## src/rtl/posmap_walk_sequencer.sv

```systemverilog
// Walks the PosMap hierarchy for one program request. It probes upward until the PPP hits,
// then fetches and refills each missing PosMap block on the way back down.
module posmap_walk_sequencer #(
  parameter int ORAMU          = 32,
  parameter int ORAML          = 32,
  parameter int LogLeafInBlock = 4,
  parameter int NumLevels      = 3,
  parameter logic [NumLevels*ORAMU-1:0] LevelBases = '0
) (
  input  logic             i_clk,
  input  logic             i_rst,
  input  logic             i_req_valid,
  output logic             o_req_ready,
  input  logic [ORAMU-1:0] i_req_addr,
  output logic             o_leaf_valid,
  input  logic             i_leaf_ready,
  output logic [ORAML-1:0] o_old_leaf,
  output logic [ORAML-1:0] o_new_leaf,
  output logic             o_uninit,
  output logic             o_ppp_cmd_valid,
  input  logic             i_ppp_cmd_ready,
  output logic [1:0]       o_ppp_cmd,
  output logic [ORAMU-1:0] o_ppp_addr,
  input  logic             i_ppp_out_valid,
  output logic             o_ppp_out_ready,
  input  logic             i_ppp_hit,
  input  logic             i_ppp_uninit,
  input  logic             i_ppp_evict,
  input  logic [ORAML-1:0] i_ppp_old_leaf,
  input  logic [ORAML-1:0] i_ppp_new_leaf,
  input  logic [ORAMU-1:0] i_ppp_addr_out,
  output logic             o_be_req_valid,
  input  logic             i_be_req_ready,
  output logic [ORAMU-1:0] o_be_req_addr,
  output logic [ORAML-1:0] o_be_req_old_leaf,
  output logic [ORAML-1:0] o_be_req_new_leaf,
  output logic             o_be_req_init,
  output logic             o_be_req_wb,
  input  logic             i_be_data_ready,
  output logic             o_error
);

  localparam int LW = (NumLevels > 1) ? $clog2(NumLevels) : 1;

  typedef enum logic [3:0] {
    S_IDLE, S_PROBE, S_PROBE_WAIT, S_BE_REQ, S_BE_WAIT,
    S_REFILL, S_REFILL_WAIT, S_WB, S_DONE
  } state_t;

  state_t           r_state, w_state_next;
  logic [ORAMU-1:0] r_addr;
  logic [LW-1:0]    r_level;
  logic [ORAML-1:0] r_old_leaf, r_new_leaf;
  logic             r_uninit;
  logic [ORAMU-1:0] r_wb_addr;
  logic [ORAML-1:0] r_wb_leaf;
  logic             r_error;

  logic [ORAMU-1:0] w_level_addr [NumLevels];
  logic [ORAMU-1:0] w_addr_cur, w_addr_prev;
  logic             w_last_level;

  assign w_level_addr[0] = r_addr;
  generate
    for (genvar gi = 1; gi < NumLevels; gi++) begin : g_level_addr
      assign w_level_addr[gi] = LevelBases[gi*ORAMU +: ORAMU] + (r_addr >> (gi*LogLeafInBlock));
    end
  endgenerate

  always_comb begin
    w_addr_cur  = '0;
    w_addr_prev = '0;
    for (int i = 0; i < NumLevels; i++) begin
      if (r_level == LW'(i)) w_addr_cur = w_level_addr[i];
    end
    for (int i = 1; i < NumLevels; i++) begin
      if (r_level == LW'(i)) w_addr_prev = w_level_addr[i-1];
    end
  end

  assign w_last_level = (r_level == LW'(NumLevels - 1));
  assign o_error      = r_error;

  always_ff @(posedge i_clk or posedge i_rst) begin
    if (i_rst) r_state <= S_IDLE;
    else       r_state <= w_state_next;
  end

  always_comb begin
    w_state_next      = r_state;
    o_req_ready       = 1'b0;
    o_leaf_valid      = 1'b0;
    o_old_leaf        = '0;
    o_new_leaf        = '0;
    o_uninit          = 1'b0;
    o_ppp_cmd_valid   = 1'b0;
    o_ppp_cmd         = 2'b00;
    o_ppp_addr        = '0;
    o_ppp_out_ready   = 1'b0;
    o_be_req_valid    = 1'b0;
    o_be_req_addr     = '0;
    o_be_req_old_leaf = '0;
    o_be_req_new_leaf = '0;
    o_be_req_init     = 1'b0;
    o_be_req_wb       = 1'b0;
    case (r_state)
      S_IDLE: begin
        o_req_ready = 1'b1;
        if (i_req_valid) w_state_next = S_PROBE;
      end
      S_PROBE: begin
        o_ppp_cmd_valid = 1'b1;
        o_ppp_cmd       = 2'b01;
        o_ppp_addr      = w_addr_cur;
        if (i_ppp_cmd_ready) w_state_next = S_PROBE_WAIT;
      end
      S_PROBE_WAIT: begin
        o_ppp_out_ready = 1'b1;
        if (i_ppp_out_valid) begin
          if (!i_ppp_hit)            w_state_next = w_last_level ? S_IDLE : S_PROBE;
          else if (r_level == '0)    w_state_next = S_DONE;
          else                       w_state_next = S_BE_REQ;
        end
      end
      S_BE_REQ: begin
        o_be_req_valid    = 1'b1;
        o_be_req_addr     = w_addr_cur;
        o_be_req_old_leaf = r_old_leaf;
        o_be_req_new_leaf = r_new_leaf;
        o_be_req_init     = r_uninit;
        if (i_be_req_ready) w_state_next = S_BE_WAIT;
      end
      S_BE_WAIT: begin
        if (i_be_data_ready) w_state_next = S_REFILL;
      end
      S_REFILL: begin
        o_ppp_cmd_valid = 1'b1;
        o_ppp_cmd       = r_uninit ? 2'b11 : 2'b10;
        o_ppp_addr      = w_addr_prev;
        if (i_ppp_cmd_ready) w_state_next = S_REFILL_WAIT;
      end
      S_REFILL_WAIT: begin
        o_ppp_out_ready = 1'b1;
        if (i_ppp_out_valid) w_state_next = i_ppp_evict ? S_WB : S_PROBE;
      end
      S_WB: begin
        // Eviction fields were latched so they stay stable while the backend stalls.
        o_be_req_valid    = 1'b1;
        o_be_req_addr     = r_wb_addr;
        o_be_req_new_leaf = r_wb_leaf;
        o_be_req_wb       = 1'b1;
        if (i_be_req_ready) w_state_next = S_PROBE;
      end
      S_DONE: begin
        o_leaf_valid = 1'b1;
        o_old_leaf   = r_old_leaf;
        o_new_leaf   = r_new_leaf;
        o_uninit     = r_uninit;
        if (i_leaf_ready) w_state_next = S_IDLE;
      end
      default: w_state_next = S_IDLE;
    endcase
  end

  always_ff @(posedge i_clk or posedge i_rst) begin
    if (i_rst) begin
      r_addr     <= '0;
      r_level    <= '0;
      r_old_leaf <= '0;
      r_new_leaf <= '0;
      r_uninit   <= 1'b0;
      r_wb_addr  <= '0;
      r_wb_leaf  <= '0;
      r_error    <= 1'b0;
    end else begin
      case (r_state)
        S_IDLE: begin
          if (i_req_valid) begin
            r_addr  <= i_req_addr;
            r_level <= '0;
          end
        end
        S_PROBE_WAIT: begin
          if (i_ppp_out_valid) begin
            if (!i_ppp_hit) begin
              if (w_last_level) r_error <= 1'b1;
              else              r_level <= r_level + LW'(1);
            end else begin
              r_old_leaf <= i_ppp_old_leaf;
              r_new_leaf <= i_ppp_new_leaf;
              r_uninit   <= i_ppp_uninit;
            end
          end
        end
        S_REFILL_WAIT: begin
          if (i_ppp_out_valid) begin
            if (i_ppp_evict) begin
              r_wb_addr <= i_ppp_addr_out;
              r_wb_leaf <= i_ppp_new_leaf;
            end else begin
              r_level <= r_level - LW'(1);
            end
          end
        end
        S_WB: begin
          if (i_be_req_ready) r_level <= r_level - LW'(1);
        end
        default: ;
      endcase
    end
  end

endmodule

```

## config.mk

```make
export PLATFORM = sky130hd
export DESIGN_NAME = posmap_walk_sequencer
export DESIGN_NICKNAME = d
export VERILOG_FILES = /design/src/rtl/posmap_walk_sequencer.sv
export SDC_FILE = /design/constraint.sdc
export NUM_CORES = 1
export LEC_CHECK = 0
export BUFFER_PORTS_ARGS = -buffer_cell sky130_fd_sc_hd__buf_4
export CAP_MARGIN = 0
export CORE_MARGIN = 8
export CORE_UTILIZATION = 54
export DETAILED_ROUTE_END_ITERATION = 8
export GPL_TIMING_DRIVEN = 0
export HOLD_SLACK_MARGIN = 0.1
export PLACE_DENSITY = 0.87
export SLEW_MARGIN = 20
export SYNTH_ARGS = -nofsm -noshare
export SYNTH_HDL_FRONTEND = slang
export SYNTH_SLANG_ARGS = --single-unit
```

## constraint.sdc

```tcl
create_clock -name i_clk -period 13.46 [get_ports i_clk]
set_clock_uncertainty 0.05 [all_clocks]
set_input_delay 2.692 -clock i_clk [delete_from_list [all_inputs] [get_ports i_clk]]
set_output_delay 2.692 -clock i_clk [all_outputs]
set_load 0.1 [all_outputs]
```

==> results of run 1 <==
-- worst max path at each step --
| stage | start | endpoint | slack, ns | cells after the start |
|---|---|---|---|---|
| 6_report | r_level[0] | o_ppp_addr[14] | 7.51 | 9 |
| 4_1_cts | r_level[0] | o_ppp_addr[14] | 7.61 | 9 |
| 3_3_place_gp | i_rst | r_old_leaf[21] | 4.15 | 2 |
| 3_5_place_dp | r_level[0] | o_ppp_addr[14] | 8.08 | 9 |
| 2_1_floorplan | i_rst | o_error | 6.17 | 1 |
| 5_1_grt | r_level[0] | o_ppp_addr[27] | 7.39 | 9 |
-- metrics by stage --
| stage | instances | cell area (µm²) | utilization [%] |
|---|---|---|---|
| 3_5_place_dp | 1370 | 11800 | 72.2 |
| 5_1_grt | 1402 | 12400 | 75.7 |
| 3_3_place_gp | 1369 | 11800 | 72.0 |
| 4_1_cts | 1402 | 12400 | 75.7 |
| 2_1_floorplan | 808 | 8970 | - |
| 6_report | 1402 | 12400 | 75.7 |
-- worst register-to-register path: stages, from the launching register on --
cell and delay (ns):
dfrtp_1 0.43, inv_1 0.12, ha_1 0.15, clkbuf_1 0.35, clkbuf_1 0.51, nor2b_1 0.20, a41o_1 0.17
-- placed cells by master (no fill, tap or decap), types with 4 or more instances in the layout --
| cell type | n |
|---|---|
| a21oi_1 | 5 |
| nor2_1 | 14 |
| mux2_2 | 64 |
| nand2_1 | 59 |
| o21ai_0 | 55 |
| buf_4 | 342 |
| buf_2 | 32 |
| nand2b_1 | 4 |
| clkbuf_1 | 28 |
| and2_1 | 102 |
| a22oi_1 | 30 |
| inv_1 | 8 |
| buf_6 | 5 |
| mux2_1 | 101 |
| dfrtp_1 | 168 |
| clkbuf_16 | 17 |
| ha_1 | 5 |
| inv_8 | 5 |
| inv_6 | 6 |
| a22o_1 | 65 |
| nand3_1 | 4 |
| a21boi_0 | 23 |
| nor2b_1 | 7 |
-- state kept, by name, summed over array words and instances (netlist names) --
register,cells
o_error,1
r_addr,32
r_level,2
r_new_leaf,32
r_old_leaf,32
r_state,4
r_uninit,1
r_wb_addr,32
r_wb_leaf,32
-- cell type report --
type | count | area share, %
Inverter | 9 | 0.332
Tap cell | 220 | 2.22
Multi-Input combinational cell | 563 | 35.4
Buffer | 68 | 2.71
Timing Repair Buffer | 342 | 20.8
Sequential cell | 168 | 33.9
Clock buffer | 17 | 3.43
Clock inverter | 15 | 1.22
-- power by group --
part / total, W / switching (W) / internal [W]
logic: 0.00196 / 0.00143 / 0.000531
clock network: 0.000480 / 0.000232 / 0.000248
registers: 0.000952 / 0.000197 / 0.000755
-- kinds of logic after synthesis --
kind of cell,count (synthesis)
flops,168
compound gates,188
buf+inv,77
fa+ha+maj,5
mux,166
simple gates,204
-- metal layers --
metal,share of wire [%],GRT usage (%),vias up
li1,-,-,3613
met1,35,33.0,3979
met2,50,50.7,450
met3,12,10.9,72
met4,3.6,13.0,0
met5,0,0,-
==> impl_metrics.json, run 1 <==
{
  "status": "finished clean",
  "synth_top_family_by_area": "multiplexers",
  "cts_post_setup_buffers_inserted": 0,
  "path_clk_slew_ns": 0.07,
  "cts-root-buf": "clkbuf_16",
  "yosysTopAreaCell": "dfrtp_1",
  "cp-start-kind": "flip-flop",
  "setup_viol": 0,
  "syn_area_per_cell_um2": 11.1,
  "maxSlewViolCount": 0,
  "tns_ns": 0,
  "vias": 8114,
  "h-tree-depth": 4,
  "clock_path_buffers": 2,
  "die_y_um": 145,
  "muxShareOfSynthArea_pct": 20.8,
  "synth_adder_area_share_pct": 0.697,
  "ant_nets": 0,
  "grt_max_degree": 93,
  "rsz0062_at_grt": "no",
  "cts_buffers": 17,
  "relSlewSlack_pct": 52.3,
  "pin_count": 342,
  "ys_seq_elements": 168,
  "hold_path_startpoint": "o_error",
  "areaGrowthSynthToFinish_pct": 38.4,
  "layout.nets": 1313,
  "num_antenna_cells": 0,
  "post-place-ws_ns": 8.08,
  "cp_data_required_time_ns": 10.72,
  "ctsResizeCount": 0,
  "total_power_w": 0.00339,
  "ff2ff_path_depth": 6,
  "critical_path.top_delay_family": "buffers and inverters",
  "multi_input_area_um2": 4400,
  "yosysMostFrequentCell": "dfrtp_1",
  "synthTopCellsByCount": "dfrtp_1, and2_1, mux2_1",
  "fin_ws_ns": 7.51,
  "grt_pass1_wl_um": 46800,
  "drive_gt1_share_pct": 40.9,
  "grt_pass1_vias": 8191,
  "seq_area_um2": 4200,
  "synth_cells": 808,
  "synth_ff_type": "dfrtp_1",
  "fp.coreArea_um2": 16400,
  "max_freq_mhz": 168,
  "synthXorXnorAreaFrac_pct": 0,
  "grt_use_total_pct": 29.9,
  "fin_crit_ns": 5.95,
  "drt_iter0_markers": 585,
  "cts_tree": "built",
  "cts.sinks": 168,
  "via_per_inst": 5.79,
  "netlist.area_leader.share_pct": 46.9,
  "ys_async_sr_fraction_pct": 100,
  "synthTopCellsByArea": "dfrtp_1, mux2_1, mux2_2",
  "worstSetupPathType": "flip-flop to output port",
  "cp.arrival_ns": 3.21,
  "r2r-start": "r_level[0]",
  "period_share_pct": 44.2,
  "crit_buf_inv": 5,
  "whs_ns": 0.428,
  "hold_path.class": "flip-flop to flip-flop",
  "wl_per_cell_um": 22.6,
  "critical_path.max_fanout": 10,
  "routed_wl_um": 31700,
  "grt_antenna_before_repair": 0,
  "worst_setup_path_end_kind": "output port",
  "dieArea_um2": 21000,
  "drv_cap": 0,
  "cp_common_cell": "clkbuf_1",
  "hold_viol": 0,
  "dieWidth_um": 145,
  "grt_overflow": 0,
  "hold_buffers": 0,
  "rows": 47,
  "clk_latency_ns": 0.43,
  "min_delay_path_depth": 1,
  "dpl.hpwl_um": 24700,
  "yosysUniqueCellTypes": 40,
  "synth.net_count": 952,
  "seq_area_frac_synth_pct": 46.9,
  "yosys.area_share.simple_pct": 12.4,
  "port_buffers": 341,
  "globalplace.congestion": 0.937,
  "power_density_nw_per_um2": 273,
  "p_leak_nw": 6.16,
  "fillCellCount": 1141,
  "crit_path_cell_trace": "inv_1 > ha_1 > clkbuf_1 > nor2b_1 > clkbuf_1 > clkbuf_1 > a21boi_0 > o21ai_0 > buf_4",
  "worstMarginPinSlew_ns": 0.715,
  "holdPathEnd": "o_error",
  "initial_utilization_pct": 54.7,
  "r2r-end": "o_error",
  "ys_warn_count": 0,
  "cpMaxStageDelayCell": "dfrtp_1",
  "drcViolationCount": 0,
  "crit_path_max_incr_delay_ns": 0.43,
  "rrSetupSlack_ns": 11.43,
  "syn_area_um2": 8970,
  "ir_worst_vdd_mv": 0.171,
  "synth_compound_area_share_pct": 15.1,
  "synth_edf_count": 0,
  "drt_first_pass_iters": 7
}
No activity file was read; power rests on OpenSTA's default activity.
==> run 2: changes to the inputs <==
CORE_UTILIZATION = 50   (was 54)
PLACE_DENSITY = 0.81   (was 0.87)
clock period = 6 ns   (was 13.46 ns; I/O delays follow)
==> run 2 against run 1 <==
  * Core utilization fell by 5.7 points
  * Die area rose by 7.1%
  * Sequential power rose by 120%
  * Critical path depth did not move
  * Largest power group unchanged
  * Worst setup slack got worse by 6.0 ns
  * Hold slack improved by 0.013 ns
  * Clock power rose by 130%
  * First-iteration DRC count fell by 14%
  * Total power rose by 130%
  * Sequential share of layout area fell by 0.061 points
  * Critical path type unchanged
  * Global-route usage fell by 1.7 points
  * Flip-flop and latch count did not move
==> impl_metrics.json, run 2 (same netlist as run 1, synthesis figures left out) <==
{
  "die_y_um": 150,
  "ctsResizeCount": 0,
  "cp_data_required_time_ns": 4.75,
  "drv_cap": 0,
  "fp.coreArea_um2": 17800,
  "clock_path_buffers": 2,
  "fin_crit_ns": 4.52,
  "grt_antenna_before_repair": 0,
  "routed_wl_um": 31800,
  "cts_buffers": 17,
  "ant_nets": 0,
  "cp-start-kind": "flip-flop",
  "port_buffers": 341,
  "grt_overflow": 0,
  "crit_path_cell_trace": "inv_1 > ha_1 > clkbuf_1 > nor2b_1 > clkbuf_1 > clkbuf_1 > a21boi_0 > o21ai_0 > buf_4",
  "p_leak_nw": 6.17,
  "globalplace.congestion": 0.935,
  "placed_cells": 1379,
  "cts_post_setup_buffers_inserted": 0,
  "pin_count": 342,
  "num_antenna_cells": 0,
  "wl_per_cell_um": 22.5,
  "grt_use_total_pct": 28.2,
  "setup_viol": 0,
  "cp_common_cell": "clkbuf_1",
  "hold_buffers": 0,
  "max_freq_mhz": 221,
  "worstMarginPinSlew_ns": 0.759,
  "initial_utilization_pct": 50.5,
  "vias": 8035,
  "grt_pass1_vias": 8351,
  "drt_iter0_markers": 503,
  "ir_worst_vdd_mv": 0.532,
  "areaGrowthSynthToFinish_pct": 38.7,
  "post-place-ws_ns": 2.00,
  "worstSetupPathType": "flip-flop to output port",
  "relSlewSlack_pct": 49.4,
  "rows": 49,
  "critical_path.max_fanout": 10,
  "fin_ws_ns": 1.48,
  "clk_latency_ns": 0.42,
  "drt_first_pass_iters": 5,
  "dieWidth_um": 150,
  "cts_tree": "built",
  "rsz0062_at_grt": "no",
  "drive_gt1_share_pct": 40.9,
  "worst_setup_path_end_kind": "output port",
  "dpl.hpwl_um": 24600,
  "period_share_pct": 75.4,
  "hold_path.class": "flip-flop to flip-flop",
  "grt_pass1_wl_um": 48500,
  "h-tree-depth": 4,
  "power_density_nw_per_um2": 615,
  "via_per_inst": 5.69,
  "fillCellCount": 1384,
  "cts.sinks": 168,
  "maxSlewViolCount": 0,
  "whs_ns": 0.441,
  "grt_max_degree": 86,
  "dieArea_um2": 22500,
  "layout.nets": 1313,
  "cpMaxStageDelayCell": "clkbuf_1",
  "cts-root-buf": "clkbuf_16",
  "layoutNonFillerInstCount": 1411,
  "drcViolationCount": 0,
  "layout_commonest_cell": "buf_4",
  "cp.arrival_ns": 3.27,
  "final_cell_mix": "buf_4, dfrtp_1, and2_1",
  "hold_viol": 0,
  "status": "finished clean",
  "crit_path_max_incr_delay_ns": 0.46,
  "path_clk_slew_ns": 0.07
}
[run 2: cell count changes in the layout (fill, tap and decap cells not counted), moves of 2 or more]
| cell | change |
|---|---|
| inv_6 | -5 |
| clkinv_8 | -2 |
| bufinv_16 | +2 |
| clkinv_4 | +4 |
| inv_8 | -3 |
| clkinv_2 | +4 |
[run 2: routing by layer]
layer  track usage, %  share of wire, %  vias up
met1             30.9                35     3962
met4             10.5               2.9        0
met5                0                 0        -
li1                 -                 -     3600
met3             11.5                12       59
met2             48.2                50      414
[run 2: through the flow]
stage          total power, W  utilization, %  setup TNS, ns  area, µm²
2_1_floorplan         0.00543               -              0       8970
3_5_place_dp          0.00653            66.7              0      11900
4_1_cts               0.00765            70.0              0      12400
5_1_grt               0.00798            70.0              0      12400
3_3_place_gp          0.00644            66.5        -305.33      11800
6_report              0.00765            70.0              0      12400
[run 2: critical path: cells and delay by family, from the launching register on]
| family | cells | cell delay, ns |
|---|---|---|
| AOI/OAI and AO/OA | 2 | 0.57 |
| DFF | 1 | 0.42 |
| buffers and inverters | 5 | 1.50 |
| and+or+nand+nor | 1 | 0.15 |
| adders and majority gates | 1 | 0.20 |
[run 2: path summary, 6_finish.rpt]
path                       cells after the start          start              to  slack [ns]
max                                            9     r_level[0]  o_ppp_addr[11]        1.48
min                                            1  r_wb_leaf[20]   r_wb_leaf[20]        0.44
max reg2reg                                    5     r_state[1]  r_new_leaf[20]        4.00
min reg2reg                                    1  r_wb_leaf[20]   r_wb_leaf[20]        0.44
max in group asynchronous                      3          i_rst  r_new_leaf[12]        4.27
min in group asynchronous                      2          i_rst    r_wb_addr[3]        0.78
[run 2: layout make-up]
class / count / area [µm²] / share of cell area [%]
plain buffers: 68 / 337 / 2.71
clock buffers: 18 / 439 / 3.53
clock inverters: 14 / 149 / 1.20
inverters: 9 / 41.3 / 0.332
multi-input cells: 563 / 4400 / 35.3
flip-flops and latches: 168 / 4200 / 33.8
well taps: 229 / 287 / 2.30
repair buffers: 342 / 2590 / 20.8
[run 2: power by group]
group          switching, W  leakage (nW)  internal [W]
combinational       0.00320          3.78       0.00119
clock              0.000484         0.296      0.000628
sequential         0.000444          2.10       0.00170
total               0.00413          6.17       0.00351
